--- config.mk ---
export PLATFORM = sky130hd
export DESIGN_NAME = bin2rns_seq
export DESIGN_NICKNAME = d
export VERILOG_FILES = /design/src/rtl/bin2rns_seq_pkg.sv /design/src/rtl/bin2rns_lane.sv /design/src/rtl/bin2rns_seq.sv
export SDC_FILE = /design/constraint.sdc
export NUM_CORES = 1
export LEC_CHECK = 0
export BUFFER_PORTS_ARGS = -buffer_cell sky130_fd_sc_hd__buf_2
export CAP_MARGIN = 20
export CORE_MARGIN = 2
export CORE_UTILIZATION = 60
export CTS_BUF_LIST = sky130_fd_sc_hd__clkbuf_4 sky130_fd_sc_hd__clkbuf_8 sky130_fd_sc_hd__clkbuf_16
export DETAILED_ROUTE_END_ITERATION = 10
export GPL_TIMING_DRIVEN = 0
export PLACE_DENSITY = 0.8
export SYNTH_ARGS = -nofsm -noshare
export SYNTH_HDL_FRONTEND = slang
export SYNTH_SLANG_ARGS = --single-unit
--- constraint.sdc ---
create_clock -name clk -period 30.8 [get_ports clk]
set_input_delay 9.24 -clock clk [delete_from_list [all_inputs] [get_ports clk]]
set_output_delay 9.24 -clock clk [all_outputs]
set_load 0.02 [all_outputs]
--- src/rtl/bin2rns_seq_pkg.sv ---
//----------------------------------------------------------------------------
// bin2rns_seq_pkg - shared sizes and FSM encoding for the forward RNS converter
// Rev 1.0
//----------------------------------------------------------------------------
`default_nettype none

package bin2rns_seq_pkg;
    localparam int MOD_NUM  = 4;
    localparam int MOD_SIZE = 3;
    localparam int RANGE    = MOD_NUM * MOD_SIZE;
    localparam int CNT_W    = $clog2(RANGE + 1);
    localparam int PROD_W   = MOD_NUM * (MOD_SIZE + 1);

    typedef enum logic [1:0] {
        IDLE = 2'd0,
        RUN  = 2'd1,
        FIX  = 2'd2,
        DONE = 2'd3
    } state_t;
endpackage

`default_nettype wire

--- src/rtl/bin2rns_lane.sv ---
//----------------------------------------------------------------------------
// bin2rns_lane - one modulus lane: bit-serial reduction, sign fix, illegal-modulus forcing
// Rev 1.0
//----------------------------------------------------------------------------
`default_nettype none

module bin2rns_lane
    import bin2rns_seq_pkg::*;
(
    input  logic                clk,
    input  logic                reset,
    input  logic                load,
    input  logic                step,
    input  logic                fix,
    input  logic                bit_in,
    input  logic                neg,
    input  logic [MOD_SIZE:0]   mod_in,
    output logic [MOD_SIZE-1:0] res,
    output logic                bad
);
    localparam logic [MOD_SIZE:0] M_MAX = (MOD_SIZE + 1)'(1 << MOD_SIZE);

    logic [MOD_SIZE:0]   m;
    logic [MOD_SIZE+1:0] t;
    logic [MOD_SIZE+1:0] t_red;
    logic [MOD_SIZE:0]   neg_r;

    assign bad   = (m == '0) || (m > M_MAX);
    // r < m <= 2^MOD_SIZE keeps 2r+b below 2m, so a single subtract is enough
    assign t     = {1'b0, res, bit_in};
    assign t_red = (t >= {1'b0, m}) ? (t - {1'b0, m}) : t;
    assign neg_r = m - {1'b0, res};

    always_ff @(posedge clk) begin
        if (reset) begin
            m   <= '0;
            res <= '0;
        end else if (load) begin
            m   <= mod_in;
            res <= '0;
        end else if (step) begin
            res <= MOD_SIZE'(t_red);
        end else if (fix) begin
            if (bad)
                res <= '0;
            else if (neg && (res != '0))
                res <= MOD_SIZE'(neg_r);
        end
    end
endmodule

`default_nettype wire

--- src/rtl/bin2rns_seq.sv ---
//----------------------------------------------------------------------------
// bin2rns_seq - sequential signed binary to 4-modulus RNS converter with handshakes
// Rev 1.0
//----------------------------------------------------------------------------
`default_nettype none

module bin2rns_seq
    import bin2rns_seq_pkg::*;
(
    input  logic                clk,
    input  logic                reset,
    input  logic                in_valid,
    output logic                in_ready,
    input  logic [RANGE-1:0]    x_in,
    input  logic [MOD_SIZE:0]   mod_1,
    input  logic [MOD_SIZE:0]   mod_2,
    input  logic [MOD_SIZE:0]   mod_3,
    input  logic [MOD_SIZE:0]   mod_4,
    output logic                out_valid,
    input  logic                out_ready,
    output logic [MOD_SIZE-1:0] c0,
    output logic [MOD_SIZE-1:0] c1,
    output logic [MOD_SIZE-1:0] c2,
    output logic [MOD_SIZE-1:0] c3,
    output logic                err
);
    state_t               state;
    logic [CNT_W-1:0]     cnt;
    logic [RANGE-1:0]     mag;
    logic                 sign;
    logic [PROD_W-1:0]    mprod;

    logic                 accept;
    logic [RANGE-1:0]     x_abs;
    logic [PROD_W-1:0]    half;
    logic [PROD_W-1:0]    mag_ext;
    logic                 out_of_range;
    logic [MOD_SIZE:0]    mods [MOD_NUM];
    logic [MOD_SIZE-1:0]  res  [MOD_NUM];
    logic [MOD_NUM-1:0]   bad;

    assign accept  = in_valid && in_ready;
    assign x_abs   = x_in[RANGE-1] ? (~x_in + RANGE'(1)) : x_in;
    assign half    = mprod >> 1;
    assign mag_ext = PROD_W'(mag);
    // Negative side of the legal range includes -floor(M/2) itself
    assign out_of_range = sign ? (mag_ext > half) : (mag_ext >= half);

    assign mods[0] = mod_1;
    assign mods[1] = mod_2;
    assign mods[2] = mod_3;
    assign mods[3] = mod_4;
    assign c0 = res[0];
    assign c1 = res[1];
    assign c2 = res[2];
    assign c3 = res[3];

    generate
        for (genvar i = 0; i < MOD_NUM; i++) begin : g_lane
            bin2rns_lane u_lane (
                .clk    (clk),
                .reset  (reset),
                .load   (accept),
                .step   (state == RUN),
                .fix    (state == FIX),
                .bit_in (mag[RANGE-1]),
                .neg    (sign),
                .mod_in (mods[i]),
                .res    (res[i]),
                .bad    (bad[i])
            );
        end
    endgenerate

    // The magnitude rotates rather than shifts so it is intact again for the range check in FIX
    always_ff @(posedge clk) begin
        if (reset) begin
            state     <= IDLE;
            cnt       <= '0;
            mag       <= '0;
            sign      <= 1'b0;
            mprod     <= '0;
            in_ready  <= 1'b1;
            out_valid <= 1'b0;
            err       <= 1'b0;
        end else begin
            case (state)
                IDLE: begin
                    if (accept) begin
                        mag      <= x_abs;
                        sign     <= x_in[RANGE-1];
                        mprod    <= PROD_W'(mod_1) * PROD_W'(mod_2) * PROD_W'(mod_3) * PROD_W'(mod_4);
                        cnt      <= '0;
                        in_ready <= 1'b0;
                        state    <= RUN;
                    end
                end
                RUN: begin
                    mag <= {mag[RANGE-2:0], mag[RANGE-1]};
                    cnt <= cnt + CNT_W'(1);
                    if (cnt == CNT_W'(RANGE - 1))
                        state <= FIX;
                end
                FIX: begin
                    err       <= out_of_range || (|bad);
                    out_valid <= 1'b1;
                    state     <= DONE;
                end
                DONE: begin
                    if (out_ready) begin
                        out_valid <= 1'b0;
                        in_ready  <= 1'b1;
                        state     <= IDLE;
                    end
                end
                default: state <= IDLE;
            endcase
        end
    end
endmodule

`default_nettype wire
==> flow_metrics.py <==
metrics = {
    "final_layout": {
        "synthToLayoutAreaGrowth_pct": 9.38,
        "diodes": 0,
        "postLayoutCellArea_um2": 8120,
        "multi_input_area_um2": 5610,
        "utilization_pct": 67.4,
        "nets": 1158,
        "layout_commonest_cell": "nand2_1",
        "drive_above_1_share_pct": 8.01,
        "regArea_um2": 1300,
        "fillers": 1040,
        "final_cell_mix": "nand2_1, inv_1, ha_1",
    },
    "synth": {
        "synth_top_family_by_area": "adder cells",
        "ys_seq_area_share_pct": 17.5,
        "synth_compound_area_share_pct": 20.6,
        "synthAdderAreaFrac_pct": 26.5,
        "ys_warn_count": 0,
        "synthArstFlopShare_pct": 0,
        "yosys_most_used_dff": "dfxtp_1",
        "syn-mean-instance-area_um2": 7.89,
        "synth-seq-cells": 65,
        "synthCells": 941,
        "synthMuxAreaShare_pct": 3.30,
        "synth_simple_gate_area_share_pct": 21.7,
        "synth_fp_nets": 1104,
        "synth-edff-count": 0,
        "synth.cell_area_um2": 7430,
        "synth_xor_area_share_pct": 3.42,
        "ys_types": 70,
    },
    "detailed_routing": {
        "wl_per_cell_um": 14.7,
        "ant_nets": 0,
        "vias": 6780,
        "drc": 0,
        "dr.pass1.iters": 6,
        "vias_per_cell": 5.81,
        "drt_iter0_drc": 552,
        "drt_wl_total_mm": 17.2,
    },
    "global_route": {
        "grt_max_degree": 12,
        "antenna_found_initial": 0,
        "grt_overflow": 0,
        "grtUsageTotal_pct": 27.7,
        "grt_pass1_wl_mm": 30.1,
        "grt_pass1_vias": 6550,
    },
    "die": {
        "fp-row-count": 40,
        "ios": 47,
        "die_area_um2": 13300,
        "fp.dieH_um": 115,
        "die_w_um": 115,
        "start_util_pct": 61.6,
        "coreArea_um2": 12100,
    },
    "worst_setup_path": {
        "slowest_delay_ps": 720,
        "r2r_end": "g_lane[0].u_lane.res[2]",
        "cp_data_required_time_ps": 31040,
        "cpMostUsedCell": "fa_1",
        "cp_data_arrival_time_ps": 16890,
        "cp-startpoint": "mod_1[0]",
        "crit_slowest_cell": "o311ai_1",
        "crit_type": "input port to flop",
        "critPathLaunchType": "input port",
        "worstSetupEndpoint": "mprod[15]",
        "cp_max_fo": 10,
        "r2r_slack_ps": 28130,
        "cp-end-kind": "flop",
        "rr_startpoint": "mag[11]",
        "r2r_cells": 8,
    },
    "clock_network": {
        "clock_latency_ps": 330,
        "ctsRootBufferMaster": "clkbuf_16",
        "cts.sinks": 65,
        "clk_pin_slew_ps": 50,
        "tritoncts": "done",
        "hold_buffers": 0,
        "cts_made_buffers": 9,
        "cts_setup_buffers": 0,
        "htreeDepth": 3,
        "cts-resized-gates": 0,
        "clock_path_buffers": 2,
    },
    "min_path": {
        "hp-class": "flop to flop",
    },
    "timing": {
        "timing.final.ws_setup_ps": 14160,
        "final.min_clock_period_ps": 16640,
        "rsz0062_at_grt": "no",
        "hold_viol_final": 0,
        "fin_crit_sh_pct": 54.0,
        "max_freq_ghz": 0.0601,
        "fin_tns_setup_ps": 0,
        "final_max_slew_viol_count": 0,
        "setup_viol": 0,
        "fin_skew_ps": 8.62,
        "tightest_slew_ps": 791,
        "maxSlewHeadroom_pct": 46.4,
    },
    "placed_design": {
        "dp_hpwl_mm": 13.4,
        "place_area_um2": 7850,
        "post-place-ws_ps": 13800,
        "place.gp.congestion": 0.855,
        "portBuffers": 43,
    },
    "pwr": {
        "power_per_cell_area_nw_per_um2": 93.7,
        "p_leak_nw": 3.72,
        "power_uw": 761,
        "ir_worst_vdd_v": 0.0000585,
    },
    "flow_run": {
        "maxCapViolCount": 0,
    },
    "run_status": {
        "status": "finished, final reports clean",
    },
}
-- flip-flops by register name, indices dropped and copies added, names as in the netlist --
name               flops
mprod                 15
mag                   12
cnt                    4
g_lane.u_lane.m       16
sign                   1
in_ready               1
g_lane.u_lane.res     12
state                  2
out_valid              1
err                    1
-- report_power, final --
group / total, mW / internal [mW] / switching, mW / leakage (nW)
clock: 0.0935 / 0.0558 / 0.0377 / 0.126
sequential: 0.133 / 0.106 / 0.0265 / 0.531
combinational: 0.535 / 0.211 / 0.323 / 3.06
total: 0.761 / 0.373 / 0.388 / 3.72
-- metal layers --
layer | global-route usage (%) | part of all wire [%] | vias up
li1 | - | - | 3371
met1 | 36.6 | 46 | 3199
met2 | 47.8 | 48 | 186
met3 | 2.69 | 4.5 | 24
met4 | 8.59 | 1.7 | 0
met5 | 0 | 0 | -
-- worst min-delay path by stage --
| stage | start | endpoint | slack (ps) | cells past startpoint |
|---|---|---|---|---|
| finish | mprod[5] | mprod[5] | 450 | 2 |
| global route | mprod[5] | mprod[5] | 460 | 2 |
| CTS | mprod[5] | mprod[5] | 450 | 2 |
| detailed placement | mprod[5] | mprod[5] | 450 | 2 |
| global placement | mprod[6] | mprod[6] | 440 | 2 |
| floorplan | mprod[7] | mprod[7] | 430 | 2 |
-- cell usage after synthesis, types with 3 or more instances --
| cell | number | area [um^2] |
|---|---|---|
| o21ai_1 | 3 | 15.0 |
| xnor2_1 | 17 | 149 |
| a211oi_1 | 10 | 75.1 |
| a21boi_0 | 6 | 45.0 |
| nor3_1 | 22 | 110 |
| nand4b_1 | 3 | 26.3 |
| nor4_1 | 11 | 68.8 |
| and4_1 | 3 | 26.3 |
| or2_2 | 3 | 18.8 |
| o311ai_0 | 3 | 26.3 |
| buf_1 | 4 | 15.0 |
| inv_1 | 100 | 375 |
| nand4_1 | 5 | 31.3 |
| nor2_1 | 37 | 139 |
| xor2_1 | 12 | 105 |
| nor2b_1 | 16 | 100 |
| buf_2 | 3 | 15.0 |
| a21o_1 | 13 | 97.6 |
| nand2b_1 | 23 | 144 |
| o21bai_1 | 4 | 30.0 |
| a221oi_1 | 4 | 35.0 |
| a311o_1 | 3 | 30.0 |
| and3_1 | 6 | 37.5 |
| clkbuf_1 | 30 | 113 |
| and2_1 | 42 | 263 |
| o21ai_0 | 39 | 195 |
| a31oi_1 | 6 | 37.5 |
| a211o_1 | 3 | 26.3 |
| a21oi_1 | 82 | 410 |
| ha_1 | 87 | 1090 |
| nand2_1 | 131 | 492 |
| o211ai_1 | 15 | 113 |
| fa_1 | 44 | 881 |
| dfxtp_1 | 65 | 1300 |
| nor3b_1 | 4 | 30.0 |
| o31ai_1 | 8 | 60.1 |
| mux2i_1 | 20 | 200 |
| nand3_1 | 6 | 30.0 |
| mux2_2 | 4 | 45.0 |
| o21a_1 | 3 | 22.5 |
| o31a_1 | 3 | 26.3 |
-- per-stage QoR --
step	cells	hold WS, ps
after CTS	1167	452
after detailed placement	1152	447
final	1167	454
after global routing	1167	462
after global placement	1152	444
after floorplan	941	432
-- worst max-delay path, delay by kind of cell --
kind | cells | cell delay [ps]
fa+ha+maj | 9 | 4200
compound gates | 7 | 1790
mux | 2 | 600
buf+inv | 6 | 530
simple gates | 2 | 330
xor+xnor | 1 | 180
-- final cells by class --
cell class	instances	area share [%]
Multi-Input combinational cell	739	69.0
Sequential cell	65	16.0
Inverter	100	4.62
Clock buffer	10	2.94
Timing Repair Buffer	43	2.65
Tap cell	168	2.59
Buffer	37	1.76
Clock inverter	5	0.400
-- cell families after synthesis --
family / after synthesis
mux: 24
flops: 65
buf+inv: 137
compound gates: 232
xor+xnor: 29
fa+ha+maj: 131
simple gates: 323
(Power assumes the default switching activity.)
